[config.mk]
export PLATFORM = sky130hd
export DESIGN_NAME = ps2_host_tx
export DESIGN_NICKNAME = d
export VERILOG_FILES = /design/src/rtl/ps2_host_tx.sv
export SDC_FILE = /design/constraint.sdc
export NUM_CORES = 1
export LEC_CHECK = 0
export ABC_AREA = 1
export CORE_UTILIZATION = 63
export DETAILED_ROUTE_END_ITERATION = 12
export GPL_TIMING_DRIVEN = 0
export PLACE_DENSITY_LB_ADDON = 0.1
export SYNTH_ARGS = -nofsm -noshare
export SYNTH_HDL_FRONTEND = slang
export SYNTH_SLANG_ARGS = --single-unit
[constraint.sdc]
create_clock -name CLK_25MHZ -period 3.8 [get_ports CLK_25MHZ]
set_clock_uncertainty 0.05 [all_clocks]
set_input_delay 0.38 -clock CLK_25MHZ [delete_from_list [all_inputs] [get_ports CLK_25MHZ]]
set_output_delay 0.38 -clock CLK_25MHZ [all_outputs]
set_load 0.02 [all_outputs]
[src/rtl/ps2_host_tx.sv]
// PS/2 host-to-device transmitter: inhibits the bus, releases the clock with a start bit,
// then shifts a command byte out on device-generated clock edges and checks the device ACK.
module ps2_host_tx #(
    parameter int INHIBIT_CYCLES = 2500,
    parameter int TIMEOUT_CYCLES = 375000
) (
    input  logic       CLK_25MHZ,
    input  logic       RESET,
    input  logic       PS2_CLK,
    input  logic       PS2_DATA,
    output logic       PS2_CLK_LOW,
    output logic       PS2_DATA_LOW,
    input  logic [7:0] TX_DATA,
    input  logic       TX_VALID,
    output logic       TX_READY,
    output logic       TX_DONE,
    output logic       TX_ERROR
);
    localparam int CNT_MAX = (TIMEOUT_CYCLES > INHIBIT_CYCLES) ? TIMEOUT_CYCLES : INHIBIT_CYCLES;
    localparam int CNT_W   = $clog2(CNT_MAX + 1);
    localparam logic [CNT_W-1:0] INH_LAST = CNT_W'(INHIBIT_CYCLES - 1);
    localparam logic [CNT_W-1:0] TMO_LAST = CNT_W'(TIMEOUT_CYCLES - 1);

    typedef enum logic [2:0] {IDLE, INHIBIT, START, SEND, ACK, RECOVER} state_t;

    state_t           state_q, state_d;
    logic [CNT_W-1:0] cnt_q, cnt_d;
    logic [3:0]       bit_q, bit_d;
    logic             data_low_q, data_low_d;
    logic             done_q, done_d;
    logic             err_q, err_d;
    logic [7:0]       byte_q, byte_d;
    logic             par_q, par_d;
    logic             clk_s1_q, clk_s2_q, clk_s3_q;
    logic             dat_s1_q, dat_s2_q;
    logic             clk_fall;

    // Synchronizers idle high so reset never fakes a falling edge.
    always_ff @(posedge CLK_25MHZ or posedge RESET) begin
        if (RESET) begin
            clk_s1_q <= 1'b1;
            clk_s2_q <= 1'b1;
            clk_s3_q <= 1'b1;
            dat_s1_q <= 1'b1;
            dat_s2_q <= 1'b1;
        end else begin
            clk_s1_q <= PS2_CLK;
            clk_s2_q <= clk_s1_q;
            clk_s3_q <= clk_s2_q;
            dat_s1_q <= PS2_DATA;
            dat_s2_q <= dat_s1_q;
        end
    end

    assign clk_fall = clk_s3_q & ~clk_s2_q;

    always_ff @(posedge CLK_25MHZ or posedge RESET) begin
        if (RESET) begin
            state_q    <= IDLE;
            cnt_q      <= '0;
            bit_q      <= '0;
            data_low_q <= 1'b0;
            done_q     <= 1'b0;
            err_q      <= 1'b0;
        end else begin
            state_q    <= state_d;
            cnt_q      <= cnt_d;
            bit_q      <= bit_d;
            data_low_q <= data_low_d;
            done_q     <= done_d;
            err_q      <= err_d;
        end
    end

    always_ff @(posedge CLK_25MHZ) begin
        byte_q <= byte_d;
        par_q  <= par_d;
    end

    always_comb begin
        state_d    = state_q;
        cnt_d      = cnt_q;
        bit_d      = bit_q;
        data_low_d = data_low_q;
        done_d     = 1'b0;
        err_d      = 1'b0;
        byte_d     = byte_q;
        par_d      = par_q;
        case (state_q)
            IDLE: begin
                data_low_d = 1'b0;
                if (TX_VALID) begin
                    byte_d  = TX_DATA;
                    par_d   = ~^TX_DATA;
                    cnt_d   = '0;
                    state_d = INHIBIT;
                end
            end
            INHIBIT: begin
                if (cnt_q == INH_LAST) begin
                    cnt_d      = '0;
                    data_low_d = 1'b1;
                    state_d    = START;
                end else begin
                    cnt_d = cnt_q + CNT_W'(1);
                end
            end
            START: begin
                // The START cycle is the first counted timeout cycle.
                bit_d   = '0;
                cnt_d   = CNT_W'(1);
                state_d = SEND;
            end
            SEND, ACK, RECOVER: begin
                cnt_d = cnt_q + CNT_W'(1);
                if (cnt_q == TMO_LAST) begin
                    err_d      = 1'b1;
                    data_low_d = 1'b0;
                    state_d    = IDLE;
                end else if (state_q == SEND) begin
                    if (clk_fall) begin
                        bit_d = bit_q + 4'd1;
                        if (bit_q < 4'd8) begin
                            data_low_d = ~byte_q[bit_q[2:0]];
                        end else if (bit_q == 4'd8) begin
                            data_low_d = ~par_q;
                        end else begin
                            data_low_d = 1'b0;
                            state_d    = ACK;
                        end
                    end
                end else if (state_q == ACK) begin
                    if (clk_fall) begin
                        if (!dat_s2_q) begin
                            state_d = RECOVER;
                        end else begin
                            err_d   = 1'b1;
                            state_d = IDLE;
                        end
                    end
                end else if (clk_s2_q && dat_s2_q) begin
                    done_d  = 1'b1;
                    state_d = IDLE;
                end
            end
            default: state_d = IDLE;
        endcase
    end

    // Drive outputs decode the registered state so reset releases the bus immediately.
    assign PS2_CLK_LOW  = (state_q == INHIBIT);
    assign PS2_DATA_LOW = ((state_q == INHIBIT) && (cnt_q == INH_LAST)) ||
                          (((state_q == START) || (state_q == SEND)) && data_low_q);
    assign TX_READY     = (state_q == IDLE);
    assign TX_DONE      = done_q;
    assign TX_ERROR     = err_q;

endmodule
==> impl_metrics.json, run 1 <==
{
  "outcome": "finished, final reports clean",
  "rsz0062_at_grt": "no",
  "synth_compound_area_share_pct": 6.716,
  "drive_gt1_share_pct": 8.380,
  "cts_max_level": 2,
  "powerDensity_nw_per_um2": 575.5,
  "tns_ns": 0,
  "slowest_delay_ns": 0.62,
  "totalWireLength_mm": 5.787,
  "relSlewSlack_pct": 53.43,
  "r2r_setup_slack_ns": 1.77,
  "clk_pin_slew_ns": 0.09,
  "start_kind": "register",
  "hold_start": "clk_s1_q$_DFF_PP1_",
  "worst-r2r-cell-count": 9,
  "drv_cap": 0,
  "num_rows": 22,
  "cts.sinks": 43,
  "worstPathCellList": "nor3_4, inv_1, o21ai_0, clkdlybuf4s50_1",
  "worst_pin_slew_ns": 0.6975,
  "synth-adder-area-share_pct": 1.481,
  "cts_resized": 0,
  "ys_ff_latch": 43,
  "grt_max_degree": 35,
  "synth-simple-area-share_pct": 33.43,
  "grt_pass1_wl_mm": 9.729,
  "period_share_pct": 68.58,
  "num_vias": 2324,
  "synth_top_family_by_area": "simple AND/OR/NAND/NOR gates",
  "max_freq_mhz": 383.7,
  "grt_pass1_vias": 2176,
  "overflow": 0,
  "drc": 0,
  "drtIter0Drc": 295,
  "period_needed_ns": 2.606,
  "r2r-start": "cnt_q[0]$_DFFE_PP0P_",
  "clockBufferDepth": 2,
  "dieArea_sq_um": 4279,
  "synth_mux_area_share_pct": 0,
  "nets": 373,
  "synth-xor-area-share_pct": 5.877,
  "crit_arrival_ns": 2.18,
  "io_buffers": 17,
  "drtAntennaViolNets": 0,
  "fp.dieW_um": 65.42,
  "peakVddDrop_uv": 348.4,
  "synthCells": 332,
  "yosysWarnings": 0,
  "syn2layout_area_growth_pct": 13.88,
  "cp_slowest_cell": "clkdlybuf4s50_1",
  "wl_per_cell_um": 14.25,
  "hold_depth": 0,
  "synth.distinct_cells": 30,
  "yosysSeqAreaShare_pct": 44.49,
  "drt_first_pass_iters": 5,
  "hold_viol_final": 0,
  "pin_count": 18,
  "fin_hold_ws_ns": 0.3112,
  "hold_path_class": "reg2reg",
  "start_util_pct": 67.19,
  "p_sw_uw": 695.8,
  "gp_congestion": 0.9138,
  "antennaDiodeCount": 0,
  "synth_fp_nets": 348,
  "hold_buffers": 0,
  "grt_usage_pct": 30.93,
  "path_class": "reg2out",
  "finalMaxSlewViolations": 0,
  "leakage_uw": 0.001358,
  "p_int_uw": 964.6,
  "r2r-end": "cnt_q[10]$_DFFE_PP0P_",
  "min_to": "clk_s2_q$_DFF_PP1_",
  "cts-root-buf": "clkbuf_8",
  "setup_viol": 0,
  "p_clk_share_pct": 22.5,
  "cts_tree": "built",
  "fp.coreArea_sq_um": 3771,
  "required_ns": 3.37,
  "crit_family": "buffers and inverters",
  "comb_power_share_pct": 40.3,
  "vias_per_cell": 5.724,
  "dpl.hpwl_mm": 4.202,
  "pwr-share-seq_pct": 37.2,
  "p_sw_share_pct": 41.91,
  "synth_area_sq_um": 2534,
  "die_y_um": 65.42,
  "avgSynthCellArea_sq_um": 7.632,
  "cts_setup_buffers": 0,
  "cts-buffers-inserted": 5,
  "cp_max_fo": 7,
  "crit_buf_inv": 2,
  "endpoint_kind": "output pin",
  "clkLatencyLatePin_ns": 0.31,
  "antenna_found_initial": 0
}
-- power by group through the flow --
stage	logic (uW)	registers, uW	clock network, uW
6_report	669	618	374
2_1_floorplan	472	614	0
5_1_grt	749	626	399
3_5_place_dp	650	626	0
3_3_place_gp	633	624	0
4_1_cts	660	617	379
-- flip-flops by register name, summed over array words and instances, names as in the netlist, 3 cells and up --
signal and cells:
state_q 3, bit_q 4, byte_q 8, cnt_q 19
-- how the worst max path moves through the flow --
stage,startpoint,end,slack [ns],depth (start not counted)
6_report,state_q[1]$_DFFE_PP0P_,PS2_DATA_LOW,1.19,4
5_1_grt,cnt_q[0]$_DFFE_PP0P_,PS2_DATA_LOW,1.08,6
4_1_cts,state_q[1]$_DFFE_PP0P_,PS2_DATA_LOW,1.20,4
3_5_place_dp,TX_VALID,byte_q[2]$_DFFE_PP_,1.46,3
3_3_place_gp,state_q[1]$_DFFE_PP0P_,PS2_DATA_LOW,1.55,4
2_1_floorplan,state_q[1]$_DFFE_PP0P_,PS2_DATA_LOW,1.89,3
-- cell type report --
cell class	count	area, sq um
multi-input combinational	237	1204
sequential	43	1127
fill	275	885.9
inverter	51	191.4
timing repair buffer	18	175.2
clock buffer	5	68.82
tap	48	60.06
clock inverter	3	47.55
buffer	1	11.26
-- Yosys cell counts (all sizes together) --
master  count  area [sq um]
a21boi      1         7.510
nor2       43         168.9
buf         1         11.26
nand2      80         317.8
and3        1         6.260
xnor2       5         43.79
inv        51         191.4
o21ai      20         118.9
o221ai      1         8.760
nand3      46         230.2
or2         1         6.260
and2        1         6.260
ha          3         37.54
o211ai      3         22.52
a21oi       1         5.000
edfxtp      9         270.3
o31ai       1         7.510
nand4       6         37.54
dfrtp      29         725.7
nor3       11         66.32
nand3b      1         7.510
xor2       12         105.1
dfstp       5         131.4
-- stage by stage --
stage	power, uW	std cells	setup slack, ns	util [%]	area, sq um
2_1_floorplan	1086	332	1.890	-	2534
3_3_place_gp	1257	397	1.551	73.29	2764
3_5_place_dp	1276	397	1.456	73.29	2764
4_1_cts	1657	405	1.196	76.38	2880
5_1_grt	1773	406	1.077	76.51	2885
6_report	1660	406	1.194	76.51	2885
-- cell families (layout without fill, tap and decap cells) --
| logic type | Yosys count | in the layout |
|---|---|---|
| AND/OR/NAND/NOR | 190 | 190 |
| flip-flops | 43 | 43 |
| buffers and inverters | 52 | 78 |
| adder cells (fa/ha/maj) | 3 | 3 |
| AO/OA/AOI/OAI | 27 | 27 |
| XOR/XNOR | 17 | 17 |
-- metal layers --
metal  track usage (%)  share of wire (%)  vias up
met5                 0                  0        -
met4             11.96                2.3        0
met3             6.250                7.7       15
met2             51.03                 48      123
met1             39.77                 42     1059
li1                  -                  -     1127
-- placed cells by master, fill, tap and decap left out, types with 9 or more instances in the layout --
master,n
nor2_1,40
inv_1,47
clkdlybuf4s50_1,17
nand2_1,77
dfrtp_1,29
xor2_1,12
edfxtp_1,9
o21ai_0,17
nand3_1,46
nor3_1,10
Power figures use the tool's default switching activity.
==> inputs of run 2 (changes only) <==
--- a/config.mk
+++ b/config.mk
@@ -6,7 +6,7 @@
 export NUM_CORES = 1
 export LEC_CHECK = 0
 export ABC_AREA = 1
-export CORE_UTILIZATION = 63
+export CORE_UTILIZATION = 58
 export DETAILED_ROUTE_END_ITERATION = 12
 export GPL_TIMING_DRIVEN = 0
 export PLACE_DENSITY_LB_ADDON = 0.1
==> constraint.sdc (replaced) <==
create_clock -name CLK_25MHZ -period 2.6 [get_ports CLK_25MHZ]
set_clock_uncertainty 0.05 [all_clocks]
set_input_delay 0.26 -clock CLK_25MHZ [delete_from_list [all_inputs] [get_ports CLK_25MHZ]]
set_output_delay 0.26 -clock CLK_25MHZ [all_outputs]
set_load 0.02 [all_outputs]
==> run 2 against run 1 <==
Against the previous run:
- sequential power increased by 46%
- cell count rose by 0.49%
- global-route usage shrank 5.2 points
- core utilization shrank 6.5 points
- critical path depth decreased by 2
- clock-buffer cell count is 1 higher
- combinational power increased by 42%
- cell area decreased by 0.87%
- non-clock buffer count is the same
- setup slack got worse by 0.75 ns
- flip-flop and latch count unchanged
- critical endpoint is now PS2_CLK_LOW
- largest power group unchanged
==> impl_metrics.json, run 2 (same netlist as run 1, synthesis figures left out) <==
{
  "setup_viol": 0,
  "drive_gt1_share_pct": 8.101,
  "worst_pin_slew_ns": 0.6972,
  "hold_start": "dat_s1_q$_DFF_PP1_",
  "slowest_delay_ns": 0.67,
  "cts.sinks": 43,
  "totalWireLength_mm": 5.446,
  "antennaDiodeCount": 0,
  "p_sw_uw": 971.4,
  "period_needed_ns": 2.154,
  "dpl.cell_count": 399,
  "syn2layout_area_growth_pct": 12.89,
  "fp.dieW_um": 68.10,
  "dieArea_sq_um": 4637,
  "num_rows": 23,
  "grt_max_degree": 35,
  "drtIter0Drc": 170,
  "clk_pin_slew_ns": 0.08,
  "crit_buf_inv": 1,
  "crit_family": "buffers and inverters",
  "fp.coreArea_sq_um": 4086,
  "relSlewSlack_pct": 53.45,
  "peakVddDrop_uv": 452.6,
  "grt_usage_pct": 25.68,
  "drt_first_pass_iters": 5,
  "outcome": "finished, final reports clean",
  "p_int_uw": 1306,
  "r2r_setup_slack_ns": 0.64,
  "drv_cap": 0,
  "endpoint_kind": "output pin",
  "p_clk_share_pct": 18.7,
  "final_cell_mix": "nand2_1 (77), inv_1 (47), nand3_1 (46), nor2_1 (40), dfrtp_1 (29)",
  "worst-r2r-cell-count": 9,
  "worstPathCellList": "nor3_4, clkdlybuf4s50_1",
  "powerDensity_nw_per_um2": 796.2,
  "hold_viol_final": 0,
  "crit_arrival_ns": 1.84,
  "path_class": "reg2out",
  "drc": 0,
  "tns_ns": 0,
  "largest_registers": "cnt_q x19, byte_q x8, bit_q x4",
  "pin_count": 18,
  "clkLatencyLatePin_ns": 0.31,
  "r2r-end": "cnt_q[10]$_DFFE_PP0P_",
  "start_kind": "register",
  "clockBufferDepth": 2,
  "start_util_pct": 62.00,
  "drtAntennaViolNets": 0,
  "final_area_sq_um": 2860,
  "dpl.hpwl_mm": 4.067,
  "finalMaxSlewViolations": 0,
  "gp_congestion": 0.9263,
  "antenna_found_initial": 0,
  "wl_per_cell_um": 13.35,
  "max_freq_mhz": 464.2,
  "comb_power_share_pct": 41.6,
  "placed_cell_area_sq_um": 2766,
  "max_flop_register": "cnt_q",
  "pwr-share-seq_pct": 39.7,
  "required_ns": 2.29,
  "largest_reg_flops": 19,
  "cts_tree": "built",
  "die_y_um": 68.10,
  "overflow": 0,
  "hold_buffers": 0,
  "leakage_uw": 0.001363,
  "r2r-start": "cnt_q[0]$_DFFE_PP0P_",
  "layout.cells.most_common": "nand2_1",
  "cts_max_level": 2,
  "cts-buffers-inserted": 5,
  "period_share_pct": 82.86,
  "cp_slowest_cell": "clkdlybuf4s50_1",
  "grt_pass1_vias": 1923,
  "vias_per_cell": 5.512,
  "io_buffers": 17,
  "nets": 373,
  "grt_pass1_wl_mm": 8.652,
  "hold_path_class": "reg2reg",
  "rsz0062_at_grt": "no",
  "hold_depth": 0,
  "cts-root-buf": "clkbuf_8",
  "num_vias": 2249,
  "cp_max_fo": 7,
  "fin_hold_ws_ns": 0.3076,
  "fin_cells": 408,
  "p_sw_share_pct": 42.66,
  "min_to": "dat_s2_q$_DFF_PP1_"
}
## run 2: cell types whose count changed in the layout (fill, tap and decap cells not counted), sizes merged
cell,change
bufinv,-1
clkbuf,+1
clkdlybuf4s50,-1
clkinv,+1
dlymetal6s2s,+1
inv,-1
## run 2: cell type report
class                           instances  area [sq um]
Fill cell                             326          1226
Multi-Input combinational cell        237          1204
Sequential cell                        43          1127
Inverter                               51         191.4
Timing Repair Buffer                   18         177.7
Clock buffer                            6         72.57
Tap cell                               50         62.56
Clock inverter                          2         13.76
Buffer                                  1         11.26
## run 2: stage by stage
step	total power, uW	setup WS, ns	util, %
final	2277	0.4457	69.99
after detailed placement	1859	0.3442	67.70
after global placement	1838	0.4687	67.70
after global routing	2431	0.3559	69.99
after CTS	2281	0.1717	69.81
after floorplan	1587	0.8087	-
## run 2: worst max path at each step
stage                                 startpoint                    to  slack, ns  cells past startpoint
final                     state_q[1]$_DFFE_PP0P_           PS2_CLK_LOW       0.45                      2
after global routing      state_q[1]$_DFFE_PP0P_           PS2_CLK_LOW       0.36                      2
after CTS                 state_q[1]$_DFFE_PP0P_          PS2_DATA_LOW       0.17                      4
after detailed placement                TX_VALID   byte_q[4]$_DFFE_PP_       0.34                      3
after global placement                  TX_VALID   byte_q[7]$_DFFE_PP_       0.47                      3
after floorplan           state_q[2]$_DFFE_PP0P_  cnt_q[3]$_DFFE_PP0P_       0.81                     11
## run 2: power by group through the flow
stage | Combinational (uW) | Sequential [uW] | Clock, uW
global route | 1060 | 919 | 453
global placement | 926 | 912 | 0
CTS | 946 | 905 | 430
finish | 947 | 905 | 425
detailed placement | 943 | 916 | 0
floorplan | 690 | 898 | 0
## run 2: per-layer routing
layer / vias up / track usage (%) / share of wire [%]
met5: - / 0 / 0
met4: 0 / 10.16 / 2.1
met3: 15 / 5.000 / 5.7
met2: 68 / 41.54 / 46
met1: 1044 / 33.58 / 46
li1: 1122 / - / -
## run 2: repair_timing
item | 4_1_cts | 5_1_grt
resized for setup | 0 | 1
buffers inserted | 0 | 0
setup endpoints to repair | 0 | 1
==> inputs of run 3 (changes only) <==
==> constraint.sdc (replaced) <==
create_clock -name CLK_25MHZ -period 2 [get_ports CLK_25MHZ]
set_clock_uncertainty 0.05 [all_clocks]
set_input_delay 0.2 -clock CLK_25MHZ [delete_from_list [all_inputs] [get_ports CLK_25MHZ]]
set_output_delay 0.2 -clock CLK_25MHZ [all_outputs]
set_load 0.02 [all_outputs]
==> run 3 against run 2 <==
Against the previous run:
- core utilization is 0.40 points higher
- flip-flop and latch count did not move
- die area unchanged
- setup slack got worse by 0.29 ns
- clock-buffer cell count did not move
- combinational power rose by 32%
- clock power grew 29%
- first-iteration DRC count increased by 1.2%
- wire length up 0.11%
- critical path type unchanged
==> impl_metrics.json, run 3 (same netlist as run 1, synthesis figures left out) <==
{
  "outcome": "finished, final reports clean",
  "grt_pass1_wl_mm": 8.638,
  "vias_per_cell": 5.490,
  "hold_viol_final": 0,
  "cp_max_fo": 5,
  "dpl.hpwl_mm": 4.067,
  "hold_path_class": "in2reg",
  "crit_family": "simple AND/OR/NAND/NOR gates",
  "io_buffers": 17,
  "drtAntennaViolNets": 0,
  "largest_reg_flops": 19,
  "drc": 0,
  "crit_arrival_ns": 1.59,
  "grt_max_degree": 35,
  "r2r-start": "cnt_q[0]$_DFFE_PP0P_",
  "r2r_setup_slack_ns": 0.18,
  "grt_pass1_vias": 1934,
  "cp_slowest_cell": "dfrtp_1",
  "drtIter0Drc": 172,
  "tns_ns": 0,
  "start_util_pct": 62.00,
  "layout.cells.most_common": "nand2_1",
  "cts_max_level": 2,
  "max_freq_mhz": 542.0,
  "nets": 373,
  "cts.sinks": 43,
  "fin_cells": 408,
  "grt_usage_pct": 25.65,
  "die_y_um": 68.10,
  "drive_gt1_share_pct": 10.06,
  "rsz0062_at_grt": "no",
  "final_cell_mix": "nand2_1 (76), inv_1 (47), nand3_1 (45), nor2_1 (38), dfrtp_1 (28)",
  "n_fill_cell": 325,
  "fin_hold_ws_ns": 0.2572,
  "num_rows": 23,
  "dieArea_sq_um": 4637,
  "worst-r2r-cell-count": 9,
  "endpoint_kind": "output pin",
  "period_needed_ns": 1.845,
  "num_vias": 2240,
  "leakage_uw": 0.001355,
  "wl_per_cell_um": 13.36,
  "clkLatencyLatePin_ns": 0.30,
  "p_sw_uw": 1274,
  "comb_power_share_pct": 41.9,
  "worstPathCellList": "inv_1, nor2_1, nand3_1, nor2_1, nand3_2, o21ai_1, buf_2",
  "start_kind": "register",
  "powerDensity_nw_per_um2": 1034,
  "r2r-end": "bit_q[2]$_DFFE_PP0P_",
  "p_clk_share_pct": 18.4,
  "clk_pin_slew_ns": 0.09,
  "p_int_uw": 1699,
  "crit_top_cell": "nor2_1",
  "max_flop_register": "cnt_q",
  "pwr-share-seq_pct": 39.7,
  "peakVddDrop_uv": 585.6,
  "syn2layout_area_growth_pct": 13.53,
  "finalMaxSlewViolations": 0,
  "largest_registers": "cnt_q x19, byte_q x8, bit_q x4",
  "fp.coreArea_sq_um": 4086,
  "clockBufferDepth": 2,
  "crit_cells": 7,
  "antenna_found_initial": 0,
  "period_share_pct": 92.25,
  "worst_pin_slew_ns": 0.7492,
  "required_ns": 1.75,
  "cts_tree": "built",
  "overflow": 0,
  "gp_congestion": 0.9263,
  "endpoint": "PS2_DATA_LOW",
  "slowest_delay_ns": 0.43,
  "setup_viol": 0,
  "crit_start": "cnt_q[11]$_DFFE_PP0P_",
  "fp.dieW_um": 68.10,
  "cts-buffers-inserted": 5,
  "dpl.cell_count": 399,
  "drv_cap": 0,
  "relSlewSlack_pct": 49.78,
  "p_sw_share_pct": 42.85,
  "path_class": "reg2out",
  "crit_buf_inv": 2,
  "cts-root-buf": "clkbuf_8",
  "totalWireLength_mm": 5.452,
  "hold_buffers": 0,
  "pin_count": 18,
  "antennaDiodeCount": 0,
  "drt_first_pass_iters": 4
}
run 3: power groups by stage:
| stage | Combinational [uW] | Sequential (uW) | Clock [uW] |
|---|---|---|---|
| 2_1_floorplan | 897 | 1170 | 0 |
| 3_3_place_gp | 1200 | 1190 | 0 |
| 3_5_place_dp | 1230 | 1190 | 0 |
| 4_1_cts | 1230 | 1180 | 559 |
| 5_1_grt | 1390 | 1200 | 589 |
| 6_report | 1250 | 1180 | 548 |
run 3: repair_timing:
item                                    CTS  global route
gates resized for setup                   8             7
endpoints found under the hold margin     0             0
buffers inserted                          1             0
endpoints found under the setup margin   12            12
pin swaps                                 1             0
run 3: layout make-up:
cell class / count / area (sq um) / share of cell area (%)
multi-input cells: 237 / 1226 / 42.63
plain buffers: 1 / 11.26 / 0.3915
well taps: 50 / 62.56 / 2.175
flip-flops and latches: 43 / 1129 / 39.23
clock buffers: 6 / 72.57 / 2.523
inverters: 51 / 191.4 / 6.655
repair buffers: 18 / 170.2 / 5.916
clock inverters: 2 / 13.76 / 0.4785
run 3: how the worst min path moves through the flow:
stage	endpoint	startpoint	slack, ns	cells past startpoint
2_1_floorplan	clk_s1_q$_DFF_PP1_	PS2_CLK	0.15	0
3_3_place_gp	clk_s2_q$_DFF_PP1_	clk_s1_q$_DFF_PP1_	0.30	0
3_5_place_dp	clk_s2_q$_DFF_PP1_	clk_s1_q$_DFF_PP1_	0.30	0
4_1_cts	clk_s1_q$_DFF_PP1_	PS2_CLK	0.25	1
5_1_grt	clk_s1_q$_DFF_PP1_	PS2_CLK	0.25	1
6_report	clk_s1_q$_DFF_PP1_	PS2_CLK	0.26	1
run 3: through the flow:
stage	util [%]	setup WS [ns]	area (sq um)	total power, uW
2_1_floorplan	-	0.2087	2534	2064
3_3_place_gp	67.70	-0.07127	2766	2390
3_5_place_dp	67.70	-0.1958	2766	2417
4_1_cts	69.93	0.06681	2858	2966
5_1_grt	70.39	0.009856	2877	3180
6_report	70.39	0.1550	2877	2974
run 3: worst register-to-register path: stages (launching register included):
cell and delay, ns:
dfrtp_1 0.41, ha_1 0.24, nand2_1 0.18, nor2_1 0.08, and2_1 0.16, nand3_1 0.11, nand3_1 0.17, nand2_1 0.19
nand3_1 0.09, nand2_1 0.08
run 3: per-layer routing:
metal | GRT usage (%) | wire length, um | vias to the layer above
li1 | - | - | 1120
met1 | 33.79 | 2567 | 1038
met2 | 40.93 | 2490 | 72
met3 | 5.167 | 318 | 10
met4 | 10.42 | 76 | 0
met5 | 0 | 0 | -
==> RTL change 1 (config.mk and constraints of run 1) <==
Re-encode `state_t` (6 states) as Gray code, 3 bits wide.
--- a/src/rtl/ps2_host_tx.sv
+++ b/src/rtl/ps2_host_tx.sv
@@ -21,7 +21,7 @@
     localparam logic [CNT_W-1:0] INH_LAST = CNT_W'(INHIBIT_CYCLES - 1);
     localparam logic [CNT_W-1:0] TMO_LAST = CNT_W'(TIMEOUT_CYCLES - 1);
 
-    typedef enum logic [2:0] {IDLE, INHIBIT, START, SEND, ACK, RECOVER} state_t;
+    typedef enum logic [2:0] {IDLE = 3'b000, INHIBIT = 3'b001, START = 3'b011, SEND = 3'b010, ACK = 3'b110, RECOVER = 3'b111} state_t;
 
     state_t           state_q, state_d;
     logic [CNT_W-1:0] cnt_q, cnt_d;
Formal check against the unedited RTL: same outputs for any inputs over 10 cycles, from zero or initial values and one cycle with RESET high; not proved beyond that.
==> RTL change 1 against run 1 <==
Power rose by 0.86%; sequential cell count unchanged; sequential power fell by 2%; area after synthesis rose by 1.6%; worst hold slack worse by 1.3 ps; largest cell class unchanged; sequential share of layout area fell by 0.42 points; combinational power grew 5.4%; wire length is 0.43% lower; final area grew 1.1%; critical endpoint unchanged; worst setup slack better by 50 ps.
==> RTL change 1: results (changes against run 1) <==
Number of clock buffers in the layout: 5 (unchanged)
Slew headroom: 0.181 (was 0.534)
Arrival time worst endpoint: 2130 ps (was 2180 ps)
Gr usage total: 0.297 (was 0.309)
Avg Vias per Cell: 5.55 (was 5.72)
DR iter-0 viols: 298 (was 295)
Vias in the first global route: 2145 (was 2176)
DP Worst Slack: 1500 ps (was 1460 ps)
Placement-stage cell area: 2800 um2 (was 2760 um2)
Critical path startpoint: cnt_q[0] (was state_q[1])
Met2 Use GR: 0.467 (was 0.510)
GPL Wtd Cong: 0.926 (was 0.914)
Metal3 WL: 414 um (was 447 um)
Data buffer area share: 0.0695 (was 0.0646)
Core Area: 3800 um2 (was 3770 um2)
Nets@finish: 389 (was 373)
Fillcell total: 293 (was 275)
Antenna cells: 0 (unchanged)
Routing usage on met3: 0.0707 (was 0.0625)
Post-synthesis sequential area ratio: 0.438 (was 0.445)
Ranking of synthesized cells by area: dfrtp_1 (28%), nand2_1 (12%), edfxtp_1 (11%), nor2_1 (7.7%), inv_1 (6.4%) (was dfrtp_1 (29%), nand2_1 (11%), edfxtp_1 (11%), nand3_1 (9.1%), inv_1 (7.1%))
Non-clock inverter count: 49 (was 51)
Reg-to-reg slack, setup: 1670 ps (was 1770 ps)
Comb_multi_in: 252 (was 237)
Inst Count DP: 414 (was 397)
Wire length on met1: 2580 um (was 2450 um)
Worst r2r dst: byte_q[5] (was cnt_q[10])
Commonest cells in the netlist: nand2_1 (83), nor2_1 (53), inv_1 (44) (was nand2_1 (77), inv_1 (48), nand3_1 (46))
Fin Hold WS: 310 ps (was 311 ps)
First-pass GRT wire length: 9580 um (was 9730 um)
Status: complete, no violations (unchanged)
Dpl hpwl: 4240 um (was 4200 um)
Synth unique cells: 35 (was 30)
Signal buffers: 22 (was 19)
Metal2 WL: 2660 um (was 2750 um)
Sw Ratio: 0.411 (was 0.419)
Peak fanout along the critical path: 4 (was 7)
Mapped Nets: 365 (was 348)
Crit-path max cell delay: 650 ps (was 620 ps)
Register share of the cell area: 0.387 (was 0.391)
# port buffers: 17 (unchanged)
Cells after Synth: 349 (was 332)
Path depth of the worst reg2reg path: 3 (was 9)
Fraction of area in multi-input gates: 0.422 (was 0.417)
Vias: 2341 (was 2324)
Area grow syn2layout: 13.3% (was 13.9%)
Met1 Track Usage GR: 0.396 (was 0.398)
Final clock-cell share: 0.0386 (was 0.0403)
Share of cells above drive strength 1: 0.0989 (was 0.0838)
VDD IR max: 0.589 mV (was 0.348 mV)
P_leak: 1.29 nW (was 1.36 nW)
DR WL/cell: 13.7 um (was 14.3 um)
RR Startpoint: state_q[2] (was cnt_q[0])
Hold Crit Class: reg -> reg (unchanged)
==> RTL change 1: cell types whose count changed in the layout (fill, tap and decap cells not counted), moves of 3 or more <==
cell,before,now
a21oi_1,1,9
inv_1,47,43
nand2_1,77,83
nand3_1,46,33
nand4_1,6,1
nor2_1,40,53
nor2_4,0,4
nor3_1,10,21
o211ai_1,3,0
o21ai_1,0,3
xor2_1,12,4
==> RTL change 1: logic make-up after synthesis <==
| kind of cell | synth area share |
|---|---|
| AOI/OAI and AO/OA | 0.0758 |
| adders and majority gates | 0.0146 |
| buffers and inverters | 0.0841 |
| and+or+nand+nor | 0.357 |
| DFF | 0.438 |
| xor gates and xnor gates | 0.0306 |
==> RTL change 1: power groups by stage <==
stage          clock, mW  combinational, mW  sequential, mW
6_report           0.363              0.705           0.607
4_1_cts            0.367              0.700           0.606
3_5_place_dp           0              0.697           0.615
3_3_place_gp           0              0.674           0.612
5_1_grt            0.388              0.778           0.616
2_1_floorplan          0              0.527           0.602
==> RTL change 2 (settings of run 1) <==
Made on the original files. `INHIBIT_CYCLES`: 2500 -> 5000.
--- a/src/rtl/ps2_host_tx.sv
+++ b/src/rtl/ps2_host_tx.sv
@@ -1,7 +1,7 @@
 // PS/2 host-to-device transmitter: inhibits the bus, releases the clock with a start bit,
 // then shifts a command byte out on device-generated clock edges and checks the device ACK.
 module ps2_host_tx #(
-    parameter int INHIBIT_CYCLES = 2500,
+    parameter int INHIBIT_CYCLES = 5000,
     parameter int TIMEOUT_CYCLES = 375000
 ) (
     input  logic       CLK_25MHZ,
Check against the original RTL: same outputs for any inputs over 10 cycles, from zero or initial values and one cycle with RESET high; that may be too few to reach the edited logic, so the function may still have changed.
==> RTL change 2 against run 1 <==
Count of clock-buffer cells in the layout is 2 higher; wire length decreased by 4.8%; global-route usage down 2.7 points; final cell count increased by 0.99%; worst setup slack got worse by 69 ps; highest routed layer unchanged; worst hold slack worse by 3.2 ps; synthesized cell count is 1.5% higher; area after synthesis rose by 1.9%; via count shrank 4.7%; final area rose by 0.61%; sequential cell count stayed put; power fell by 1.5%; largest power group unchanged; core utilization down 0.093 points; largest cell class unchanged.
==> RTL change 2: results (changes against run 1) <==
Status: complete, no violations (unchanged)
Commonest cells in the netlist: nand2_1 (79), inv_1 (43), nand3_1 (41) (was nand2_1 (77), inv_1 (48), nand3_1 (46))
Peak fanout along the critical path: 4 (was 7)
Ranking of synthesized cells by area: dfrtp_1 (28%), nand2_1 (11%), edfxtp_1 (10%), nand3_1 (7.9%), inv_1 (6.3%) (was dfrtp_1 (29%), nand2_1 (11%), edfxtp_1 (11%), nand3_1 (9.1%), inv_1 (7.1%))
VDD IR max: 0.508 mV (was 0.348 mV)
Fillcell total: 298 (was 275)
Critical path startpoint: cnt_q[0] (was state_q[1])
Initial antenna violation count: 0 (unchanged)
DR WL/cell: 13.4 um (was 14.3 um)
P_leak: 1.32 nW (was 1.36 nW)
Worst r2r dst: byte_q[5] (was cnt_q[10])
Top flop regs: cnt_q x19, byte_q x8, bit_q x4 (unchanged)
Post-synth EDFFs: 9 (unchanged)
Nets@finish: 377 (was 373)
Skew-Pair Late Insertion Delay: 290 ps (was 310 ps)
First-pass GRT wire length: 9230 um (was 9730 um)
Worst Hold Depth: 0 (unchanged)
# hold bufs at CTS: 0 (unchanged)
YS warnings: 0 (unchanged)
Slew headroom: 0.118 (was 0.534)
Metal2 WL: 2560 um (was 2750 um)
Share of cells above drive strength 1: 0.119 (was 0.0838)
Antenna cells: 0 (unchanged)
CTS resizes: 0 (unchanged)
GPL Wtd Cong: 0.900 (was 0.914)
# port buffers: 17 (unchanged)
H-tree depth: 2 (unchanged)
Mapped Nets: 353 (was 348)
GRT Residual Overflow: 0 (unchanged)
Avg Vias per Cell: 5.40 (was 5.72)
Inserted Clock Buffers: 5 (unchanged)
Largest net degree at the start of global routing: 35 (unchanged)
Gr usage total: 0.282 (was 0.309)
FFs w/ async S/R, synth: 0.791 (unchanged)
Dpl hpwl: 4140 um (was 4200 um)
Post-CTS setup buffer count: 0 (unchanged)
Clk buf depth: 2 (unchanged)
Synth unique cells: 30 (unchanged)
Sw Ratio: 0.426 (was 0.419)
Clk slew on worst S/H paths: 80 ps
Router iterations before antenna repair: 5 (unchanged)
Hold Crit Class: reg -> reg (unchanged)
Vias in the first global route: 2013 (was 2176)
Post-synthesis sequential area ratio: 0.437 (was 0.445)
Pins over their slew limit: 0 (unchanged)
Primary FF master, synth: dfrtp_1 (unchanged)
RR Startpoint: state_q[0] (was cnt_q[0])
Metal3 WL: 249 um (was 447 um)
Reg-to-reg slack, setup: 1660 ps (was 1770 ps)
Path depth of the worst reg2reg path: 3 (was 9)
Root buf cell: clkbuf_8 (unchanged)
Wire length on met1: 2650 um (was 2450 um)
Arrival time worst endpoint: 2240 ps (was 2180 ps)
Crit path capture: PS2_DATA_LOW (unchanged)
Max Used Layer: met4 (unchanged)
DR iter-0 viols: 248 (was 295)
## RTL change 2: changes by cell type after synthesis, sizes merged, moves of 2 or more
cell / before / now
nor2: 43 / 51
nand3: 46 / 41
buf: 1 / 5
nand2: 80 / 84
a21oi: 1 / 4
inv: 51 / 48
nor3: 11 / 8
o211ai: 3 / 1
## RTL change 2: worst max-delay path, cell delays in order, from the launching register on
cell,delay (ps)
dfrtp_1,390
ha_1,190
nand2_1,90
nor2_1,240
nand3_1,170
o21ai_0,230
clkdlybuf4s50_1,640
## RTL change 2: kinds of logic after synthesis
kind of cell	after synthesis	share of synthesized area
simple gates	192	0.344
buf+inv	53	0.0853
flops	43	0.437
compound gates	28	0.0587
xor+xnor	18	0.0611
fa+ha+maj	3	0.0145
## RTL change 2: layer usage
metal / track usage / vias up
li1: - / 1119
met1: 0.397 / 1037
met2: 0.460 / 55
met3: 0.0414 / 4
met4: 0.0638 / 0
met5: 0 / -
## RTL change 2: final cells by class
class                      count  area share
buffer                         5      0.0138
timing repair buffer          17      0.0586
sequential                    43       0.388
clock inverter                 1     0.00172
tap                           48      0.0207
clock buffer                   7      0.0297
inverter                      48      0.0621
multi-input combinational    241       0.425
## RTL change 2: how the worst min path moves through the flow
stage,from,endpoint
2_1_floorplan,clk_s1_q,clk_s2_q
3_3_place_gp,clk_s1_q,clk_s2_q
3_5_place_dp,dat_s1_q,dat_s2_q
4_1_cts,dat_s1_q,dat_s2_q
5_1_grt,dat_s1_q,dat_s2_q
6_report,dat_s1_q,dat_s2_q
## RTL change 2: stage by stage
stage                     hold WS (ps)   util  setup slack, ps  cell area [um2]  instances
after floorplan                    295      -             1940             2580        337
after global placement             295  0.740             1460             2810        402
after detailed placement           297  0.740             1450             2810        402
after CTS                          309  0.764             1130             2900        410
after global routing               312  0.764             1040             2900        410
final                              308  0.764             1130             2900        410
## RTL change 2: power groups by stage
stage	Clock (mW)	Sequential [mW]	Combinational [mW]
finish	0.297	0.617	0.720
floorplan	0	0.613	0.537
global placement	0	0.622	0.698
detailed placement	0	0.625	0.715
global route	0.320	0.628	0.798
CTS	0.301	0.616	0.719
